## src/rtl/axis_pkg.sv

```systemverilog
// Shared constants for the AXI-stream splitter.
// Split-mode encodings and the beat counter width.
package axis_pkg;

    localparam int SPLIT_HALVES    = 0;
    localparam int SPLIT_BROADCAST = 1;

    localparam int BEAT_CNT_W = 32;

    typedef logic [BEAT_CNT_W-1:0] beat_cnt_t;

endpackage

```

## src/rtl/axis_out_slot.sv

```systemverilog
// One output slot of the splitter: data register, valid flag, handshake.
// A load always wins over a drain in the same cycle.
module axis_out_slot
    import axis_pkg::*;
#(
    parameter int W = 16
) (
    input  logic         aclk,
    input  logic         areset,
    input  logic         load,
    input  logic [W-1:0] load_data,
    output logic [W-1:0] tdata,
    output logic         tvalid,
    input  logic         tready,
    output logic         drain
);

    assign drain = tvalid & tready;

    always_ff @(posedge aclk) begin
        if (areset) begin
            tvalid <= 1'b0;
            tdata  <= '0;
        end else if (load) begin
            tvalid <= 1'b1;
            tdata  <= load_data;
        end else if (drain) begin
            tvalid <= 1'b0;
        end
    end

endmodule

```

## src/rtl/axis_stream_splitter.sv

```systemverilog
// Forks one AXI-stream beat into two independently handshaken masters.
// AXIS_SPLITTER_FULLRATE_EN: allow refill while draining (1 beat/cycle).
module axis_stream_splitter
    import axis_pkg::*;
#(
    parameter int M00Size    = 16,
    parameter int M01Size    = 16,
    parameter int SSize      = M00Size + M01Size,
    parameter int SPLIT_MODE = SPLIT_HALVES
) (
    input  logic                  aclk,
    input  logic                  areset,
    input  logic [SSize-1:0]      s_axis_tdata,
    input  logic                  s_axis_tvalid,
    output logic                  s_axis_tready,
    output logic [M00Size-1:0]    m00_axis_tdata,
    output logic                  m00_axis_tvalid,
    input  logic                  m00_axis_tready,
    output logic [M01Size-1:0]    m01_axis_tdata,
    output logic                  m01_axis_tvalid,
    input  logic                  m01_axis_tready,
    output logic [BEAT_CNT_W-1:0] beat_count
);

    logic [M00Size-1:0] m00_d;
    logic [M01Size-1:0] m01_d;
    logic               load;
    logic               drain00;
    logic               drain01;
    logic               retire;
    beat_cnt_t          beat_q;

    // Broadcast keeps LSBs when narrowing, sign-extends when widening.
    generate
        if (SPLIT_MODE == SPLIT_BROADCAST) begin : g_bcast
            if (SSize >= M00Size) begin : g_m00_trunc
                assign m00_d = s_axis_tdata[M00Size-1:0];
            end else begin : g_m00_ext
                assign m00_d = {{(M00Size-SSize){s_axis_tdata[SSize-1]}},
                                s_axis_tdata};
            end
            if (SSize >= M01Size) begin : g_m01_trunc
                assign m01_d = s_axis_tdata[M01Size-1:0];
            end else begin : g_m01_ext
                assign m01_d = {{(M01Size-SSize){s_axis_tdata[SSize-1]}},
                                s_axis_tdata};
            end
        end else begin : g_split
            assign m00_d = s_axis_tdata[SSize-1:M01Size];
            assign m01_d = s_axis_tdata[M01Size-1:0];
        end
    endgenerate

`ifdef AXIS_SPLITTER_FULLRATE_EN
    assign s_axis_tready = (~m00_axis_tvalid | m00_axis_tready)
                         & (~m01_axis_tvalid | m01_axis_tready);
`else
    assign s_axis_tready = ~m00_axis_tvalid & ~m01_axis_tvalid;
`endif

    assign load = s_axis_tvalid & s_axis_tready;

    axis_out_slot #(.W(M00Size)) u_m00 (
        .aclk      (aclk),
        .areset    (areset),
        .load      (load),
        .load_data (m00_d),
        .tdata     (m00_axis_tdata),
        .tvalid    (m00_axis_tvalid),
        .tready    (m00_axis_tready),
        .drain     (drain00)
    );

    axis_out_slot #(.W(M01Size)) u_m01 (
        .aclk      (aclk),
        .areset    (areset),
        .load      (load),
        .load_data (m01_d),
        .tdata     (m01_axis_tdata),
        .tvalid    (m01_axis_tvalid),
        .tready    (m01_axis_tready),
        .drain     (drain01)
    );

    // A beat retires when its last outstanding half leaves this cycle.
    assign retire = (m00_axis_tvalid | m01_axis_tvalid)
                  & (~m00_axis_tvalid | drain00)
                  & (~m01_axis_tvalid | drain01);

    always_ff @(posedge aclk) begin
        if (areset) begin
            beat_q <= '0;
        end else if (retire) begin
            beat_q <= beat_q + 1'b1;
        end
    end

    assign beat_count = beat_q;

endmodule

```

## config.mk

```make
export PLATFORM = sky130hd
export DESIGN_NAME = axis_stream_splitter
export DESIGN_NICKNAME = d
export VERILOG_FILES = /design/src/rtl/axis_pkg.sv /design/src/rtl/axis_out_slot.sv /design/src/rtl/axis_stream_splitter.sv
export SDC_FILE = /design/constraint.sdc
export NUM_CORES = 1
export LEC_CHECK = 0
export CORE_MARGIN = 4
export CORE_UTILIZATION = 25
export CTS_BUF_LIST = sky130_fd_sc_hd__clkbuf_4 sky130_fd_sc_hd__clkbuf_8
export CTS_CLUSTER_SIZE = 10
export DETAILED_ROUTE_END_ITERATION = 16
export PLACE_DENSITY = 0.5
export SLEW_MARGIN = 20
export SYNTH_ARGS = -nofsm -noshare
export SYNTH_HDL_FRONTEND = slang
export SYNTH_SLANG_ARGS = --single-unit
```

## constraint.sdc

```tcl
create_clock -name aclk -period 2.7 [get_ports aclk]
set_clock_uncertainty 0.1 [all_clocks]
set_input_delay 0.405 -clock aclk [delete_from_list [all_inputs] [get_ports aclk]]
set_output_delay 0.405 -clock aclk [all_outputs]
set_load 0.05 [all_outputs]
```

# --- Word level (Yosys, flattened, before mapping) ---
# Cells that the tools add are included.
totals:
  regBits: 66
  latch_bits: 0
  ram_bits: 0
  romBits: 0
  word_cells: 23
  memories: 0
classes:
  n_addsub: 1
  multipliers: 0
  n_div: 0
  magnitude_cmp: 0
  eq_ne: 0
  n_shift: 0
  muxes: 4
  n_bitwise: 11
  reduce_logical: 2
op_table:
  columns: ["op", "n"]
  rows:
  - ["adder 32 x 1 -> 32 bit, second input constant", 1]
  - ["bitwise AND 1 bit", 6]
  - ["two-way mux 1 bit", 4]
  - ["nonzero test 2 bit", 2]
  - ["OR 1 bit", 3]
  - ["NOT 1 bit", 2]

# --- Depth between registers and ports, before layout ---
# Gate-level depths: netlist of the first run.
logic_depth:
  ltp_word: 4
  mapped_depth: 7
  ltp_nobuf: 5

# --- Hierarchy ---
# From an unflattened synthesis of the first run, not the netlist that was laid out.
unflattened:
  hier_cells: 315
  area_unflattened_um2: 2959.1
by_module_without_submodules:
  columns: ["mod", "n_inst", "cells_per_inst", "area_each_um2", "seq_area_each_um2"]
  rows:
  - ["axis_stream_splitter", 1, 201, 1712.9, 640.6]
  - ["axis_out_slot", 2, 57, 623.1, 340.3]

# --- Worst setup path after synthesis of the first run ---
# OpenSTA, ideal clock, no wires.
synth_timing:
  kind: "register -> register"
  start: "reg beat_q[8] (netlist: beat_count[8])"
  end: "reg beat_q[26] (netlist: beat_count[26])"
  t_arrival_ns: 2.291
  t_required_ns: 2.479
  setup_slack_ns: 0.188
  path_stages_with_launch: 6
  n_path_buf: 1
  period_less_slack_ns: 2.512
  cell_sequence: "dfxtp_1 -> nand4_1 -> or4_1 -> clkbuf_1 -> nor4_1 -> mux2_2"
synth_between:
  elab_chain_cells: 1
synth_lines:
  columns: ["element", "line", "text"]
  rows:
  - ["from (decl)", "axis_stream_splitter.sv:31", "beat_cnt_t beat_q;"]
  - ["from (signal assigned)", "axis_stream_splitter.sv:94", "beat_q <= beat_q + 1'b1;"]
  - ["adder 32 x 1 -> 32 bit", "axis_stream_splitter.sv:94", null]
# Every way passes these cells.
# A chain may end at the register's enable or synchronous reset.

# --- Final worst setup path of the first run ---
# Same ends and word-level chain as after synthesis.

==> results by group, run 1 <==
Place
  • HPWL after DPL: 5820 um
  • Placed instance area: 0.00398 mm2
  • Port Buf Inserts: 103
  • Placer congestion estimate: 0.708
  • Dpl cells: 570

CTS
  • H-tree Lvls: 3
  • Clock transition at the registers of the reported paths: 0.07 ns
  • CTS Root Cell: clkbuf_8
  • Clock tree sinks: 66
  • Setup bufs post-CTS: 0
  • Bufs on Longest Clock Path: 2
  • Clk_lat worst skew: 0.34 ns
  • Post-cts sizing count: 0
  • Total CTS buffers: 9
  • CTS tree: yes
  • Number of hold buffers added after cts: 0

Worst setup path
  • Crit Path Category: reg2reg
  • Data arrival time of the worst path: 2.48 ns
  • Critical path cell sequence: nand4_1 -> or4_1 -> nor4_1 -> mux2_2
  • Setup crit end kind: register
  • CP required: 2.82 ns
  • Setup slack, reg-to-reg: 0.35 ns
  • Startpoint types: register
  • CP peak stage delay: 0.74 ns
  • Crit-path max FO: 10
  • Critical-path top delay cell: or4_1

Floorplanning
  • Row Count: 38
  • Die width: 114 um
  • Die height: 114 um
  • I/O pins: 104
  • Die footprint: 0.0130 mm2
  • Starting Density: 25.7%
  • Core area: 0.0109 mm2

Final layout
  • Register Area: 0.00132 mm2
  • Nets: 479
  • Multi-input gate area: 0.00137 mm2
  • Fill cell count: 1114
  • Antenna cells: 0
  • Area delta synth->final: 48.3%
  • Share of cells above drive strength 1: 7.85%
  • Final instance area: 0.00415 mm2
  • Post-layout utilization of the core: 38.1%
  • Fin cells: 586

Routing
  • Remaining DRCs: 0
  • Post-route ant nets: 0
  • Mean number of vias per cell: 4.72
  • Initial DRC count: 97
  • DRT Wirelength: 8280 um
  • Via count: 2768
  • DR WL/cell: 14.1 um
  • First drt pass iteration count: 4

Logic synthesis
  • Top post-synthesis cells by area: dfxtp_1 47%, nand2_1 10%, a21oi_1 9.1%
  • Netlist cell types: 31
  • Asr flop ratio synth: 0%
  • Top cell type by total area after synthesis: dfxtp_1
  • Post-synthesis sequential area ratio: 47.2%
  • Most frequent cell after synthesis: nand2_1
  • Cells after Synth: 344
  • Syn avg cell area: 8.14 um2
  • Top cell type's share of synthesized area: 47.2%
  • Mapped Nets: 382
  • Post-synth EDFFs: 0
  • Most instantiated cells after synthesis: 75 x nand2_1, 66 x dfxtp_1, 51 x a21oi_1
  • Most used DFF post-synth: dfxtp_1
  • Syn. warnings: 0
  • Synthesized cell area: 0.00280 mm2
  • FF+latch count, synth: 66

STA
  • Max-slew violations: 0
  • Slew headroom: 45.7%
  • Hold Slack: 0.356 ns
  • Final period util: 87.1%
  • # setup viols final: 0
  • Crit path time final: 2.35 ns
  • Setup TNS: 0 ns
  • Maximum clock rate: 425 MHz
  • Final hold violation count: 0
  • Unrepaired setup endpoints after global routing: false
  • Pin slew with the least headroom to its limit: 0.814 ns

GRT
  • Initial antenna violation count: 0
  • Number of global-route vias before repair: 2811
  • GRT Overall Usage: 12.9%
  • Pin count of the biggest net entering global routing: 44
  • First-pass GRT wire length: 13600 um
  • Remaining Overflow, GRT: 0

Hold path
  • Min-Delay Path Class: reg2reg

Pwr
  • Leakage: 1.35 nW
  • Peak VDD IR: 0.223 mV
  • PD cells: 528 mW/mm2

Run
  • Max Cap Viol: 0

Outcome
  • Status: finished clean
## per-layer routing
layer | global-route usage [%] | share of wire (%)
met1 | 14.6 | 43
met2 | 20.5 | 45
met3 | 7.16 | 11
met4 | 4.20 | 1.2
met5 | 0 | 0
## cells in the final DEF (no fill, tap or decap), types with 5 or more instances in the layout
cell,count
o31ai_1,11
nor2_1,17
a21oi_1,51
o21ai_0,7
clkbuf_8,9
nor2b_1,8
nand2_1,75
nor4_1,8
dfxtp_1,66
xnor2_1,6
or4_1,14
clkdlybuf4s50_1,102
or3_1,6
inv_1,5
mux2_2,8
nand3_1,11
nand4_1,9
## report_power, final
group          switching, mW  leakage, nW  total [mW]  internal, mW
Combinational          0.247        0.725       0.401         0.154
Clock                  0.410       0.0896       0.755         0.345
Sequential            0.0247        0.537        1.04          1.01
## layout make-up
cell class / instances / share of cell area, %
clock buffers: 10 / 3.16
clock inverters: 6 / 1.05
inverters: 5 / 0.452
multi-input cells: 250 / 32.9
flip-flops and latches: 66 / 31.8
well taps: 140 / 4.22
repair buffers: 109 / 26.4
## critical path: cells and delay by family, from the launching register on
kind	cells	cell delay, ns
muxes	1	0.37
and+or+nand+nor	3	1.33
DFF	1	0.45
## registers in the layout, summed over array words and instances, names as in the netlist
| signal | count |
|---|---|
| u_m01.tvalid | 1 |
| u_m01.tdata | 16 |
| u_m00.tvalid | 1 |
| beat_count | 32 |
| u_m00.tdata | 16 |
## worst paths after layout
kind,from,end,cells after the start
max,beat_count[8],beat_count[26],4
min,u_m00.tdata[5],u_m00.tdata[5],2
max reg2reg,beat_count[8],beat_count[26],4
min reg2reg,u_m00.tdata[5],u_m00.tdata[5],2
## cells by family after synthesis
family	after synthesis	synth area share, %
xor gates and xnor gates	7	2.19
and+or+nand+nor	162	28.6
buffers and inverters	28	4.07
AOI/OAI and AO/OA	71	13.9
DFF	66	47.2
adders and majority gates	1	0.447
muxes	9	3.57
## stage by stage
step                total power [mW]  setup WS [ns]
floorplan                       1.29          0.188
global placement                1.46          0.187
detailed placement              1.46          0.134
CTS                             2.23          0.326
global route                    2.30          0.168
finish                          2.19          0.347
Power figures use the tool's default switching activity.
==> inputs of run 2 (changes only) <==
--- a/config.mk
+++ b/config.mk
@@ -6,11 +6,11 @@
 export NUM_CORES = 1
 export LEC_CHECK = 0
 export CORE_MARGIN = 4
-export CORE_UTILIZATION = 25
+export CORE_UTILIZATION = 46
 export CTS_BUF_LIST = sky130_fd_sc_hd__clkbuf_4 sky130_fd_sc_hd__clkbuf_8
 export CTS_CLUSTER_SIZE = 10
 export DETAILED_ROUTE_END_ITERATION = 16
-export PLACE_DENSITY = 0.5
+export PLACE_DENSITY = 0.83
 export SLEW_MARGIN = 20
 export SYNTH_ARGS = -nofsm -noshare
 export SYNTH_HDL_FRONTEND = slang
==> results by group, run 2 (synthesis results as in run 1) <==
Hold path
  • Cell depth of the worst hold path: 2
  • WHS Endpoint: u_m00.tdata[12]
  • Worst Hold Launch: u_m00.tdata[12]
  • Min-Delay Path Class: reg2reg

CTS
  • H-tree Lvls: 3
  • Bufs on Longest Clock Path: 2
  • CTS Root Cell: clkbuf_8
  • Post-cts sizing count: 0
  • Clk_lat worst skew: 0.34 ns
  • Setup bufs post-CTS: 0
  • Total CTS buffers: 9
  • Clock tree sinks: 66
  • CTS tree: yes
  • Number of hold buffers added after cts: 0
  • Clock transition at the registers of the reported paths: 0.07 ns

STA
  • Final hold violation count: 0
  • # setup viols final: 0
  • Final period util: 86.3%
  • Setup TNS: 0 ns
  • Unrepaired setup endpoints after global routing: false
  • Max-slew violations: 0
  • Maximum clock rate: 429 MHz
  • Crit path time final: 2.33 ns
  • Pin slew with the least headroom to its limit: 0.702 ns
  • Slew headroom: 53.2%

Final layout
  • Post-layout utilization of the core: 69.4%
  • Nets: 480
  • Antenna cells: 0
  • Fill cell count: 470
  • Share of cells above drive strength 1: 8.05%
  • Max reg flops: 32
  • Commonest non-fill, non-tap cell in the layout: clkdlybuf4s50_1
  • Most frequent cells in the layout: 102 x clkdlybuf4s50_1, 75 x nand2_1, 66 x dfxtp_1, 51 x a21oi_1, 17 x nor2_1
  • Area delta synth->final: 46.8%

Floorplanning
  • Die height: 86.0 um
  • Core area: 0.00592 mm2
  • Die width: 86.0 um
  • I/O pins: 104
  • Die footprint: 0.00740 mm2
  • Starting Density: 47.3%
  • Row Count: 28

Pwr
  • Sequential share of power: 43.5%
  • Clk pwr share: 40.0%
  • PD cells: 580 mW/mm2
  • Sw Pwr: 0.642 mW
  • Peak VDD IR: 0.522 mV
  • Sw frac: 26.9%
  • Gate power share: 16.5%
  • Int Pwr: 1.74 mW
  • Leakage: 1.38 nW

Worst setup path
  • CP required: 2.83 ns
  • Reg2Reg Launch Point: beat_count[8]
  • Crit-path max FO: 10
  • Data arrival time of the worst path: 2.46 ns
  • R2R Path End: beat_count[28]
  • Startpoint types: register
  • Crit Path Category: reg2reg
  • Setup crit end kind: register
  • Setup slack, reg-to-reg: 0.37 ns
  • Cells on worst reg2reg path: 4

Place
  • HPWL after DPL: 5330 um
  • Placer congestion estimate: 0.817
  • Port Buf Inserts: 103

Outcome
  • Status: finished clean

Routing
  • DR WL/cell: 14.4 um
  • Initial DRC count: 157
  • Post-route ant nets: 0
  • First drt pass iteration count: 4
  • Via count: 2853
  • Mean number of vias per cell: 5.47
  • Remaining DRCs: 0
  • DRT Wirelength: 7500 um

GRT
  • GRT Overall Usage: 20.3%
  • Met1 usage: 21.3%
  • Met2 GRT Util: 34.0%
  • Top Usage Layer GRT: met2
  • Global-route met3 utilization: 10.6%
  • First-pass GRT wire length: 12000 um
  • Pin count of the biggest net entering global routing: 39
  • Remaining Overflow, GRT: 0
  • Number of global-route vias before repair: 2648
  • Initial antenna violation count: 0

Run
  • Max Cap Viol: 0
==> run 2: worst max path at each step <==
stage | slack (ns) | depth (start not counted) | to | from
2_1_floorplan | 0.19 | 5 | beat_count[26] | beat_count[8]
4_1_cts | 0.39 | 4 | beat_count[26] | beat_count[8]
5_1_grt | 0.23 | 4 | beat_count[26] | beat_count[8]
3_5_place_dp | 0.12 | 5 | beat_count[23] | m00_axis_tready
6_report | 0.37 | 4 | beat_count[28] | beat_count[8]
3_3_place_gp | 0.18 | 5 | beat_count[19] | m00_axis_tready
==> run 2: power by group through the flow <==
stage / combinational, mW / clock (mW) / sequential, mW
floorplan: 0.105 / 0 / 1.19
global placement: 0.389 / 0 / 1.06
detailed placement: 0.394 / 0 / 1.06
CTS: 0.396 / 0.972 / 1.04
global route: 0.418 / 1.01 / 1.04
finish: 0.393 / 0.954 / 1.04
==> run 2: routing by layer <==
layer	part of all wire (%)	vias to the layer above
met5	0	-
met4	1.4	0
met3	13	9
met2	47	125
met1	38	1317
li1	-	1402
==> run 2: final cells by class <==
type                       count  area, um2  area share [%]
tap                           75       93.8            2.28
sequential                    66       1320            32.1
inverter                       5       18.8           0.457
timing repair buffer         110       1080            26.2
clock buffer                  12        159            3.87
multi-input combinational    250       1370            33.2
clock inverter                 4       73.8            1.80
==> run 2: worst max-delay path: stages (launching register included) <==
cell and delay (ns):
dfxtp_1 0.44, nand4_1 0.21, or4_1 0.75, nor4_1 0.36, mux2_2 0.36
==> run 2: metrics by stage <==
stage	setup slack, ns	cell area, um2	std cells	hold WS (ns)	power, mW
2_1_floorplan	0.188	2800	344	0.441	1.29
3_3_place_gp	0.185	3880	506	0.341	1.44
3_5_place_dp	0.122	3880	506	0.347	1.45
4_1_cts	0.389	4110	522	0.357	2.40
5_1_grt	0.229	4110	522	0.378	2.47
6_report	0.371	4110	522	0.353	2.38
